==> src/rtl/gray_binary_decoder.sv <==
// Gray-code receiver: synchronizes an asynchronous Gray bus, decodes it to binary,
// classifies each change as +1 / -1 / illegal and tracks a signed position.
// Optional macro GRAY_ERR_COUNT_EN adds a saturating 8-bit err_cnt output.
module gray_binary_decoder #(
  parameter int WIDTH       = 4,
  parameter int SYNC_STAGES = 2,
  parameter int POS_W       = 16
) (
  input  logic             clk,
  input  logic             rst,
  input  logic [WIDTH-1:0] gray_in,
  input  logic             pos_clr,
  output logic [WIDTH-1:0] bin_out,
  output logic             bin_valid,
  output logic             step_up,
  output logic             step_down,
  output logic             code_err,
  output logic [POS_W-1:0] pos_count
`ifdef GRAY_ERR_COUNT_EN
  , output logic [7:0]     err_cnt
`endif
);

  localparam int FILL_W = $clog2(SYNC_STAGES + 2);

  logic [WIDTH-1:0]  sync_q [SYNC_STAGES];
  logic [WIDTH-1:0]  dec_bin;
  logic [WIDTH-1:0]  diff;
  logic              up_d;
  logic              down_d;
  logic              err_d;
  logic [FILL_W-1:0] fill_cnt;

  // Plain flop chain, nothing between stages.
  always_ff @(posedge clk) begin
    if (rst) begin
      for (int i = 0; i < SYNC_STAGES; i++) sync_q[i] <= '0;
    end else begin
      sync_q[0] <= gray_in;
      for (int i = 1; i < SYNC_STAGES; i++) sync_q[i] <= sync_q[i-1];
    end
  end

  // Bit i of the binary value is the XOR of all Gray bits at or above i.
  always_comb begin
    dec_bin = '0;
    for (int i = 0; i < WIDTH; i++) dec_bin[i] = ^(sync_q[SYNC_STAGES-1] >> i);
  end

  // Classification only once bin_out holds a real sample; the first one is the baseline.
  always_comb begin
    diff   = dec_bin - bin_out;
    up_d   = 1'b0;
    down_d = 1'b0;
    err_d  = 1'b0;
    if (bin_valid) begin
      if (diff == WIDTH'(1))       up_d   = 1'b1;
      else if (diff == '1)         down_d = 1'b1;
      else if (diff != '0)         err_d  = 1'b1;
    end
  end

  always_ff @(posedge clk) begin
    if (rst) begin
      fill_cnt  <= '0;
      bin_valid <= 1'b0;
      bin_out   <= '0;
      step_up   <= 1'b0;
      step_down <= 1'b0;
      code_err  <= 1'b0;
    end else begin
      if (!bin_valid) fill_cnt <= fill_cnt + FILL_W'(1);
      if (fill_cnt == FILL_W'(SYNC_STAGES)) bin_valid <= 1'b1;
      bin_out   <= dec_bin;
      step_up   <= up_d;
      step_down <= down_d;
      code_err  <= err_d;
    end
  end

  // Clear beats any step detected in the same cycle.
  always_ff @(posedge clk) begin
    if (rst || pos_clr)  pos_count <= '0;
    else if (up_d)       pos_count <= pos_count + POS_W'(1);
    else if (down_d)     pos_count <= pos_count - POS_W'(1);
  end

`ifdef GRAY_ERR_COUNT_EN
  always_ff @(posedge clk) begin
    if (rst || pos_clr)             err_cnt <= '0;
    else if (err_d && err_cnt != '1) err_cnt <= err_cnt + 8'd1;
  end
`endif

endmodule

==> config.mk <==
export PLATFORM = sky130hd
export DESIGN_NAME = gray_binary_decoder
export DESIGN_NICKNAME = d
export VERILOG_FILES = /design/src/rtl/gray_binary_decoder.sv
export SDC_FILE = /design/constraint.sdc
export NUM_CORES = 1
export LEC_CHECK = 0
export CAP_MARGIN = 20
export CELL_PAD_IN_SITES_DETAIL_PLACEMENT = 1
export CELL_PAD_IN_SITES_GLOBAL_PLACEMENT = 2
export CORE_AREA = 2 2 83 85
export DETAILED_ROUTE_END_ITERATION = 10
export DIE_AREA = 0 0 85 87
export GPL_ROUTABILITY_DRIVEN = 0
export PLACE_DENSITY_LB_ADDON = 0.1
export RECOVER_POWER = 100
export SLEW_MARGIN = 20
export SYNTH_ARGS = -nofsm -noshare
export SYNTH_HDL_FRONTEND = slang
export SYNTH_SLANG_ARGS = --single-unit
==> constraint.sdc <==
create_clock -name clk -period 5.1 [get_ports clk]
set_input_delay 1.02 -clock clk [delete_from_list [all_inputs] [get_ports clk]]
set_output_delay 1.02 -clock clk [all_outputs]
set_load 0.01 [all_outputs]
==> impl_results.md, run 1 <==
* CP max stage delay at 0.44 ns
* CP Cell Sequence: xor2_1 -> xnor2_1 -> xor2_1 -> ha_1 -> fa_1 -> xor2_1 -> and4b_1 -> nand3_1 -> buf_4 -> inv_1 -> fa_1 -> nor2b_1 -> o2111ai_1 -> a311oi_1 -> o32ai_1 -> a2111o_1 -> nand3_1
* Most frequent cells in the layout: dfxtp_1 (34), dlygate4sd3_1 (25), a21oi_1 (23), ha_1 (19), o21ai_0 (16)
* Hold buffer count at CTS at 0
* Tmin final at 4.64 ns
* Sequential-to-total area share from yosys stat at 0.333
* Largest net degree at the start of global routing at 34
* Post-synthesis net count at 264
* Critical Path Source: sync_q[0][7]$_SDFF_PP0_
* Total Power at 0.744 mW
* Reg-to-Reg Start: sync_q[0][7]$_SDFF_PP0_
* Remaining antenna violation count at 0
* Clock Pin Slew Worst Setup and Hold Paths at 0.08 ns
* Core area at 6570 sq um
* Skew final at 0.00520 ns
* Area of the multi-input gates at 1280 sq um
* Number of synthesized flops with an enable pin at 0
* Buffers on Ports at 30
* # DRC at 0
* Max-cap violations at 0
* DR iter-0 viols at 61
* Top_reg_cell synth: dfxtp_1
* Final nets at 296
* Ant diodes at 0
* Endpoints failing hold at 0
* Period utilization at 0.909
* HPWL Detailed at 3780 microns
* Layout cells sized above 1 at 0.0483
* Status: finished clean
* RSZ-0062 raised after global routing: no
* Register area at 681 sq um
* Synth cell types at 46
* Clock Latency Late Sink at 0.29 ns
* Leak pwr at 1.11 nW
* Critical Path AT at 4.87 ns
* Yosys reg bits at 34
* Worst Hold Class: reg -> reg
* Req. time, crit path at 5.33 ns
* Total CTS buffers at 5
* Setup slack at placement at 0.451 ns
* Pwr Density at 293 nW/um^2
* Postcts setup bufs at 0
* Final hold slack at 0.446 ns
* Critical Path Start Type: flop
* Syn-to-layout area delta at 24.1%
* Most common cell after layout, fill and taps aside: dfxtp_1
* CP top delay family: compound AO/OA/AOI/OAI gates
* Max Slew Vio Count at 0
* Die Span X at 85 microns
* GRT overflow at 0
* Maximum clock rate at 0.216 GHz
* TritonCTS clock tree: done
* First-pass GRT wire length at 9230 microns
* TritonCTS Sinks at 34
* Warnings from Yosys at 0
* Vias after detailed routing at 1,831
* Slowest stage cell, crit path: fa_1
* Syn Inst Count at 236
* Critical path class: reg -> reg
* Synth Area per Inst at 8.66 sq um
* CTS HTree Levels at 2
* Cell mode on critical path: xor2_1
* WL/cell at 15.3 microns
* Setup ws final at 0.462 ns
* Worst slew margin at 0.534
* Die H at 87 microns
* Worst-Margin Slew at 0.697 ns
* Root buffer cell: clkbuf_8
* Vias in the first global route at 1,895
* Synthesized cell area at 2040 sq um
* # fillers at 785
* Via/cell ratio at 5.25
* Initial core utilization at 0.311
* Total routed wirelength at 5320 microns
* Min-Delay Startpoint: sync_q[0][1]$_SDFF_PP0_
* Maximum vdd drop at 0.000112 V
* Rows at 30
* CTS max path bufs at 2
* Crit end category: flop
* Share of flip-flops with an asynchronous set or reset at 0
* Pre-Repair DR Iteration Count at 4
* PostCTS Resize Cnt at 0
* Antenna violations before repair at 0
* Die area at 7400 sq um
* Fin util at 0.386
* Max Fanout on Critical Path at 33
* I/O pin total at 31
* WP buf/inv at 2
* Total GRT Usage at 0.153
* Setup tns final at 0 ns
* # setup viols final at 0
-- logic make-up (layout without fill, tap and decap cells) --
group | after synthesis | in the layout | synth area share
AO/OA/AOI/OAI | 73 | 73 | 0.230
multiplexers | 2 | 2 | 0.00980
adder cells (fa/ha/maj) | 21 | 21 | 0.136
flip-flops | 34 | 34 | 0.333
buffers and inverters | 20 | 53 | 0.0416
AND/OR/NAND/NOR | 72 | 72 | 0.190
XOR/XNOR | 14 | 14 | 0.0600
-- registers in the layout (all words and copies together) (netlist names) --
name / flops
step_down: 1
sync_q: 8
pos_count: 16
step_up: 1
bin_out: 4
code_err: 1
bin_valid: 1
fill_cnt: 2
-- final timing paths --
path / end / slack (ns) / cells after the start
hold reg to reg: sync_q[0][5]$_SDFF_PP0_ / 0.45 / 1
setup / recovery: pos_count[12]$_SDFFE_PP0P_ / 0.46 / 17
hold / removal: sync_q[0][5]$_SDFF_PP0_ / 0.45 / 1
setup reg to reg: pos_count[12]$_SDFFE_PP0P_ / 0.46 / 17
-- layer usage --
metal,track usage,part of all wire,vias up
met1,0.191,0.46,875
met2,0.276,0.52,23
met4,0.0317,0.0036,0
met3,0.0265,0.021,2
met5,0,0,-
li1,-,-,931
-- stage by stage --
stage | instances | area, sq um
floorplan | 236 | 2040
global placement | 341 | 2430
detailed placement | 341 | 2430
CTS | 349 | 2540
global route | 349 | 2540
finish | 349 | 2540
-- Yosys cell counts (6+ instances only) --
library cell  number  area (sq um)
dfxtp_1           34           681
a21oi_1           23           115
ha_1              19           238
o21ai_0           16          80.1
nand3_1           14          70.1
nor2_1            13          48.8
inv_1             12          45.0
nor2b_1           12          75.1
xor2_1             9          78.8
nand2_1            8          30.0
nor3_1             6          30.0
or3_1              6          37.5
-- layout make-up --
type | instances | share of cell area
Clock buffer | 6 | 0.0286
Clock inverter | 2 | 0.0148
Inverter | 12 | 0.0178
Multi-Input combinational cell | 182 | 0.504
Sequential cell | 34 | 0.268
Tap cell | 80 | 0.0395
Timing Repair Buffer | 33 | 0.127
-- power breakdown --
group / switching [mW] / total, mW / internal, mW
Clock: 0.111 / 0.257 / 0.146
Combinational: 0.100 / 0.187 / 0.0869
Sequential: 0.0155 / 0.300 / 0.285
No activity file was read; power rests on OpenSTA's default activity.
==> inputs of run 2 (changes only) <==
Settings changed: CTS_CLUSTER_DIAMETER from default to 80.
==> results of run 2 <==
The final DEF is identical to that of run 1; final timing and power are the same.
